**src/rtl/reg_file_if.sv**
```systemverilog
// reg_file_if -- bus bundle between the register file and the unit driving it.
//
// Purpose: groups the read ports, the general write port, the frame-base
// adjust controls and the status outputs of reg_file. Clock and reset are
// not part of this bundle.
//
// Signals:
//   reg1, reg2   read indices (4 bits each)
//   rd1, rd2     read data for reg1 / reg2 (DATA_W bits)
//   wr_en        general write enable
//   wr_reg       write index (4 bits)
//   wr_data      write data (DATA_W bits)
//   fb_inc       increment frame base r13
//   fb_dec       decrement frame base r13
//   acc_out      current contents of accumulator r15
//   fb_out       current contents of frame base r13
//   acc_zero     registered flag, 1 when r15 == 0
//
// Modports:
//   master  the controller side (drives indices, write port, adjusts)
//   slave   the register file side
interface reg_file_if #(
   parameter int DATA_W = 8
);
   logic [3:0]        reg1;
   logic [3:0]        reg2;
   logic [DATA_W-1:0] rd1;
   logic [DATA_W-1:0] rd2;
   logic              wr_en;
   logic [3:0]        wr_reg;
   logic [DATA_W-1:0] wr_data;
   logic              fb_inc;
   logic              fb_dec;
   logic [DATA_W-1:0] acc_out;
   logic [DATA_W-1:0] fb_out;
   logic              acc_zero;

   modport master (
      output reg1, reg2, wr_en, wr_reg, wr_data, fb_inc, fb_dec,
      input  rd1, rd2, acc_out, fb_out, acc_zero
   );

   modport slave (
      input  reg1, reg2, wr_en, wr_reg, wr_data, fb_inc, fb_dec,
      output rd1, rd2, acc_out, fb_out, acc_zero
   );
endinterface

```
**src/rtl/reg_file.sv**
```systemverilog
// reg_file -- sixteen-entry register file with accumulator and frame base.
//
// Purpose: holds r0-r15 of DATA_W bits. r15 is the accumulator (exposed on
// acc_out with a registered zero flag), r13 is the frame base (exposed on
// fb_out, with its own increment/decrement path). Two combinational read
// ports, one synchronous write port.
//
// Parameters:
//   DATA_W    register width
//   FB_RESET  value loaded into r13 on reset
//
// Ports:
//   clk       single clock, all state changes on the rising edge
//   reset     synchronous, active-high reset
//   bus       reg_file_if.slave: read ports, write port, fb adjust,
//             acc_out / fb_out / acc_zero status
module reg_file #(
   parameter int                DATA_W   = 8,
   parameter logic [DATA_W-1:0] FB_RESET = 8'h00
) (
   input logic         clk,
   input logic         reset,
   reg_file_if.slave   bus
);

   localparam logic [3:0]        FB_IDX  = 4'd13;
   localparam logic [3:0]        ACC_IDX = 4'd15;
   localparam logic [DATA_W-1:0] ONE     = {{(DATA_W-1){1'b0}}, 1'b1};

   logic [DATA_W-1:0] regs [16];
   logic              acc_zero_q;
   logic              fb_written;
   logic [DATA_W-1:0] acc_next;

   // A general write to r13 takes precedence over the adjust path.
   assign fb_written = bus.wr_en && (bus.wr_reg == FB_IDX);

   // Value r15 will hold after this edge, so acc_zero tracks acc_out
   // in the same cycle instead of lagging one behind.
   assign acc_next = (bus.wr_en && (bus.wr_reg == ACC_IDX)) ? bus.wr_data
                                                             : regs[ACC_IDX];

   always_ff @(posedge clk) begin
      if (reset) begin
         for (int i = 0; i < 16; i++) begin
            regs[i] <= '0;
         end
         regs[FB_IDX] <= FB_RESET;
         acc_zero_q   <= 1'b1;
      end else begin
         if (bus.wr_en) begin
            regs[bus.wr_reg] <= bus.wr_data;
         end
         // Inc and dec together cancel out and leave r13 alone.
         if (!fb_written) begin
            if (bus.fb_inc && !bus.fb_dec) begin
               regs[FB_IDX] <= regs[FB_IDX] + ONE;
            end else if (bus.fb_dec && !bus.fb_inc) begin
               regs[FB_IDX] <= regs[FB_IDX] - ONE;
            end
         end
         acc_zero_q <= (acc_next == '0);
      end
   end

   // Reads come straight from storage; a write lands one cycle later.
   assign bus.rd1      = regs[bus.reg1];
   assign bus.rd2      = regs[bus.reg2];
   assign bus.acc_out  = regs[ACC_IDX];
   assign bus.fb_out   = regs[FB_IDX];
   assign bus.acc_zero = acc_zero_q;

endmodule

```
**src/flat_wrapper.sv**
```systemverilog
// flat-port wrapper written by rule: the top's interface ports become plain ports
module reg_file_flat 
#(
   parameter int                DATA_W   = 8,
   parameter logic [DATA_W-1:0] FB_RESET = 8'h00
)
  (clk, reset, bus_reg1, bus_reg2, bus_wr_en, bus_wr_reg, bus_wr_data, bus_fb_inc, bus_fb_dec, bus_rd1, bus_rd2, bus_acc_out, bus_fb_out, bus_acc_zero);
  reg_file_if #(.DATA_W(DATA_W)) bus_i ();
  input logic clk;
  input logic reset;
  input wire logic [$bits(bus_i.reg1)-1:0] bus_reg1;
  input wire logic [$bits(bus_i.reg2)-1:0] bus_reg2;
  input wire logic [$bits(bus_i.wr_en)-1:0] bus_wr_en;
  input wire logic [$bits(bus_i.wr_reg)-1:0] bus_wr_reg;
  input wire logic [$bits(bus_i.wr_data)-1:0] bus_wr_data;
  input wire logic [$bits(bus_i.fb_inc)-1:0] bus_fb_inc;
  input wire logic [$bits(bus_i.fb_dec)-1:0] bus_fb_dec;
  output wire logic [$bits(bus_i.rd1)-1:0] bus_rd1;
  output wire logic [$bits(bus_i.rd2)-1:0] bus_rd2;
  output wire logic [$bits(bus_i.acc_out)-1:0] bus_acc_out;
  output wire logic [$bits(bus_i.fb_out)-1:0] bus_fb_out;
  output wire logic [$bits(bus_i.acc_zero)-1:0] bus_acc_zero;
  assign bus_i.reg1 = bus_reg1;
  assign bus_i.reg2 = bus_reg2;
  assign bus_i.wr_en = bus_wr_en;
  assign bus_i.wr_reg = bus_wr_reg;
  assign bus_i.wr_data = bus_wr_data;
  assign bus_i.fb_inc = bus_fb_inc;
  assign bus_i.fb_dec = bus_fb_dec;
  assign bus_rd1 = bus_i.rd1;
  assign bus_rd2 = bus_i.rd2;
  assign bus_acc_out = bus_i.acc_out;
  assign bus_fb_out = bus_i.fb_out;
  assign bus_acc_zero = bus_i.acc_zero;
  reg_file #(.DATA_W(DATA_W), .FB_RESET(FB_RESET)) u_core (.clk(clk), .reset(reset), .bus(bus_i));
endmodule
```
**config.mk**
```make
export PLATFORM = sky130hd
export DESIGN_NAME = reg_file_flat
export DESIGN_NICKNAME = d
export VERILOG_FILES = /design/src/rtl/reg_file_if.sv /design/src/rtl/reg_file.sv /design/src/flat_wrapper.sv
export SDC_FILE = /design/constraint.sdc
export NUM_CORES = 1
export LEC_CHECK = 0
export ABC_AREA = 1
export BUFFER_PORTS_ARGS = -buffer_cell sky130_fd_sc_hd__buf_2
export CAP_MARGIN = 20
export CORE_ASPECT_RATIO = 1.2
export CORE_UTILIZATION = 60
export CTS_CLUSTER_DIAMETER = 80
export DETAILED_ROUTE_END_ITERATION = 10
export PLACE_DENSITY = 0.79
export SLEW_MARGIN = 20
export SYNTH_ARGS = -nofsm -noshare
export SYNTH_HDL_FRONTEND = slang
export SYNTH_SLANG_ARGS = --single-unit
```
**constraint.sdc**
```tcl
create_clock -name clk -period 3.83 [get_ports clk]
set_clock_uncertainty 0.1 [all_clocks]
set_input_delay 0.383 -clock clk [delete_from_list [all_inputs] [get_ports clk]]
set_output_delay 0.383 -clock clk [all_outputs]
set_load 0.02 [all_outputs]
```
# Word level (Yosys, flattened, before mapping)
# Memories as Yosys holds them, arrays and structs flattened.
# Index checks and enable logic that the tools add are counted.
[classes] addsub=2 n_eq_ne=2 n_mux=21 bitwise=3 n_reduce_logical=8
[ops] op="8-bit 2-to-1 mux" count=5
[ops] op="1-bit 2-to-1 mux" count=15
[ops] op="8-bit by 1-bit adder with 8-bit output, second input constant" count=1
[ops] op="4-bit equality test, second input constant" count=2
[ops] op="8-bit zero test" count=1
[ops] op="8-bit OR reduction" count=1
[ops] op="8-bit by 1-bit subtractor with 8-bit output, second input constant" count=1
[ops] op="1-bit logical AND" count=4
[ops] op="4-bit 2-to-1 mux" count=1
[ops] op="1-bit bitwise OR" count=3
[ops] op="1-bit zero test" count=2
[word_totals] ff_bits=1 mem_bits_rw=128 in_bits=25 out_inout_bits=33 wordCells=38 n_memories=1
[mem_list] memory="u_core.regs" words=16 width=8 read_ports=4 rd_ports_with_merged_regs=0 write_ports=16 line_no="reg_file.sv:30" text="logic [DATA_W-1:0] regs [16];"

# Depth between registers and ports, before layout
[logic_depth] depth_word=8 depth_mapped=9 mapped_depth_nobuf=9

# Worst setup path after synthesis
# Ideal clock, no wire load.
[synth_path] path_type="register to register" start="memory u_core.regs[13][0]" end="memory u_core.regs[13][6] (data pin)" setup_ps=259 arrival_time_ps=1350 required_ps=3471 slack_ps=2121 stages_incl_launch_ff=10 synth_period_minus_slack_ps=1709 cell_sequence="edfxtp_1 inv_1 ha_1 inv_1 nor2_1 nand3_1 nand2_1 nand2_1 nand2_1 nand3_1"
[synth_rtl] item="start: declaration" line_no="reg_file.sv:30"

# Worst setup path after layout
[layout_path] start="input bus_reg2[1]" end="output bus_rd2[3]"
[layout_via] elab_chain_cells=1
[layout_lines] item="start: declaration" line_no="flat_wrapper.sv:12" text="input wire logic [$bits(bus_i.reg2)-1:0] bus_reg2;"
[layout_lines] item="memory read 16 x 8 bit"
[layout_lines] item="end: declaration" line_no="flat_wrapper.sv:19" text="output wire logic [$bits(bus_i.rd2)-1:0] bus_rd2;"
# No other way between the ends.

==> results.txt <==
For the total number of placement rows, the log shows 45. The run gives 7175 as the number of global-route vias before repair. The fraction of power consumed by sequential logic is 42.3%, and the delay of the slowest critical-path stage is 830 ps. By instance count, the cell type seen most on the critical path is sky130_fd_sc_hd__nand3_1. The number of different library cells in the post-synthesis netlist came out at 21. The tools report the normalized max-slew margin as 26.59%. The critical path buffer and inverter count is 3. For the worst vdd rail ir drop, the log shows 0.3146 mV. Final cycle utilization of the critical path: 70.83%.

Dividing the detail-routed wire length by the instance count gives 19.09 µm. Using the TritonRoute via totals, the vias-per-cell ratio works out to 6.003. Clock tree synthesis inserted a total of 17 buffers.

In the layout the commonest cells are sky130_fd_sc_hd__nand2_1, sky130_fd_sc_hd__nand3_1, sky130_fd_sc_hd__inv_1. The global-route wire length before repair came out at 37.33 mm. TritonCTS built the clock tree. In this run, post-CTS repair resized a total of 0 instances. In this run the worst path has a maximum fanout of 32. The kind of end point of the critical path is an output pin. The fraction of final layout cells with drive strength greater than 1 is 10.45%, and the fraction of power spent switching nets is 28.63%. The power density over the cells came out at 446.1 nW/µm². Traced cell by cell, the critical path runs through buf_2 -> clkinv_1 -> nand3_1 -> nand3_1 -> nand3_1 -> nand2_1 -> buf_2. The worst setup path is of the in -> out kind. Entering global routing, the biggest net connects 65 pins. The final setup violation count was 0.

Net switching power: 1.133 mW. The tools report the antenna cell count as 0. Root buffer selected by CTS: sky130_fd_sc_hd__clkbuf_16. Global routing used 37.03% of the available tracks across all layers. After synthesis the cells add up to 7985 µm². Number of violations reported at the end of detailed-routing iteration 0: 1130.

For the endpoint arrival time on the critical path, the log shows 2230 ps. Sequential cells were found to cover 48.39% of the synthesized design area. The logs give 3350 ps for the required time at the worst-slack endpoint and 24.68 mm for the routed wire length. The region available for standard cell placement spans 12840 µm². Clock tree synthesis found a total of 129 sinks. The library cell used most frequently in the layout, excluding fill and tap cells, is sky130_fd_sc_hd__nand2_1.

The final hold violation count was 0. Once detail routing completed, the nets flagged for antenna violations numbered 0. On the critical path, the stage with the largest delay is an instance of sky130_fd_sc_hd__clkinv_1. Once layout is complete, the utilization of the core stands at 69.11%. Post-route minimum period: 2713 ps.

Across all layers, the routed design uses 7762 vias. The footprint of the flip-flops and latches was 3864 µm². No sink is reached through more buffers than the 2 on the longest clock path. The later pin in the worst-skew pair is clocked with a latency of 420 ps. The run gives 3292 µm² as the multi-input combinational cell area. The run finished with clean final reports. Setup repair after global routing left no endpoint under its margin. In this run the cell area measured after placement is 8278 µm². When the netlist entered floorplanning its net count stood at 1119.

The number of pins with negative max-slew slack in the final report is 0. The first TritonRoute pass finished after 8 iterations. Of the total power, combinational logic draws 15.6%.

Synthesized instance count: 1092. The total of buffers placed on input and output ports was 57; the hold buffer count at CTS was 0. Summed over all cells, the static leakage comes to 4.272 nW. The worst setup path is launched from a primary input. After filler insertion, the fill cell instance count of the layout stands at 1117. The worst hold path belongs to the class in -> reg. For the number of levels in the clock H-tree, the log shows 4. In this design, the largest share of critical-path delay is due to buffers and inverters. Number of max-capacitance violations reported: 0.

The achievable frequency was 0.3686 GHz; the post-CTS setup buffer count was 0. For this run the aggregate overflow at the end of global routing stands at 0. The logs give 0 for the number of antenna violations at the first check in global routing and 1143 for the net total in the final layout.

The run gives 58 as the number of top-level pins. For this run, the number of Yosys warnings is 0. The die covers 13780 µm². In this run, synthesis produced a sequential element count of 129. The count of placed standard cells including taps was 1261; the detailed-placement wirelength estimate was 16.02 mm. The hold slack was 157.6 ps. The post-CTS clock slew at the launch and capture registers of the worst setup and hold paths was 60 ps. The area growth from synthesis to layout is 11.11%.

The setup TNS after final layout is 0 ps. Clock share of power: 42.0%. In this run the mean area of a mapped cell was 7.312 µm². For this configuration, the core starts out at a cell density of 62.20%. The die span in y works out to 128.4 µm. Summing all non-filler instances in the final layout gives an area of 8872 µm². The die is 107.3 µm wide.

The internal power summed over all cells is 2.825 mW. Residual DRC count: 0. The finished layout holds 1293 standard cells, fillers aside. Placer congestion estimate: 0.9779. The worst-margin pin slew was 1101 ps.
[sequential cells by signal, indices dropped and copies added (netlist names)]
register and flops:
u_core.regs 128, u_core.bus.acc_zero 1
[power groups by stage]
stage          combinational [mW]  sequential (mW)  clock, mW
2_1_floorplan               0.396             1.71          0
3_3_place_gp                0.594             1.70          0
3_5_place_dp                0.598             1.70          0
4_1_cts                     0.602             1.68       1.65
5_1_grt                     0.671             1.68       1.70
6_report                    0.619             1.68       1.66
[worst paths after layout]
kind / end / cells past startpoint / slack [ps] / from
worst max-delay path: bus_rd2[3] / 7 / 1120 / bus_reg2[1]
worst min-delay path: u_core.regs[13][0]$_DFFE_PP_ / 3 / 160 / bus_wr_data[0]
worst max register to register: u_core.regs[13][6]$_DFFE_PP_ / 9 / 1850 / u_core.regs[13][0]$_DFFE_PP_
worst min register to register: u_core.bus.acc_zero$_SDFF_PP1_ / 5 / 610 / u_core.regs[15][2]$_SDFFCE_PN0P_
[synthesized netlist by cell type]
cell                       count  share of area [%]
sky130_fd_sc_hd__a21oi_1       1              0.063
sky130_fd_sc_hd__buf_1         4               0.19
sky130_fd_sc_hd__buf_2        27                1.7
sky130_fd_sc_hd__clkbuf_1     26                1.2
sky130_fd_sc_hd__dfxtp_1       1               0.25
sky130_fd_sc_hd__edfxtp_1    128                 48
sky130_fd_sc_hd__ha_1          2               0.31
sky130_fd_sc_hd__inv_1       152                7.1
sky130_fd_sc_hd__inv_2         3               0.14
sky130_fd_sc_hd__nand2_1     321                 15
sky130_fd_sc_hd__nand2_2      14                1.1
sky130_fd_sc_hd__nand2_4       4               0.56
sky130_fd_sc_hd__nand3_1     248                 16
sky130_fd_sc_hd__nand3b_1      1              0.094
sky130_fd_sc_hd__nand4_1       5               0.39
sky130_fd_sc_hd__nor2_1      143                6.7
sky130_fd_sc_hd__nor2_4        2               0.28
sky130_fd_sc_hd__nor3_4        3               0.61
sky130_fd_sc_hd__o21ai_0       5               0.31
sky130_fd_sc_hd__o21ai_1       1              0.063
sky130_fd_sc_hd__or2_2         1              0.078
[layer usage]
layer	part of all wire, %	global-route usage (%)	up-vias
met1	34	44.36	3497
li1	-	-	3542
met2	48	60.04	581
met3	11	7.244	142
met4	7.6	26.35	0
met5	0	0	-
[metrics by stage]
step	worst slack [ps]	power (mW)
3_5_place_dp	1330	2.302
6_report	1117	3.958
2_1_floorplan	2121	2.105
5_1_grt	1059	4.055
4_1_cts	1334	3.930
3_3_place_gp	1312	2.294
[kinds of logic (layout without fill, tap and decap cells)]
group	after synthesis	count (layout)	share of synthesized area (%)
simple gates	742	742	40.47
fa+ha+maj	2	2	0.3133
compound gates	7	7	0.4386
buf+inv	212	249	10.39
flops	129	129	48.39
[worst min-delay path: stages]
cell,delay (ps)
sky130_fd_sc_hd__buf_2,90
sky130_fd_sc_hd__nand2_1,50
sky130_fd_sc_hd__nand2_1,50
[cell type report]
type	count	area share, %
multi-input cells	751	37.10
clock inverters	13	1.819
flip-flops and latches	129	43.55
clock buffers	19	4.879
inverters	155	6.558
repair buffers	62	3.779
well taps	164	2.313
(Power assumes the default switching activity.)
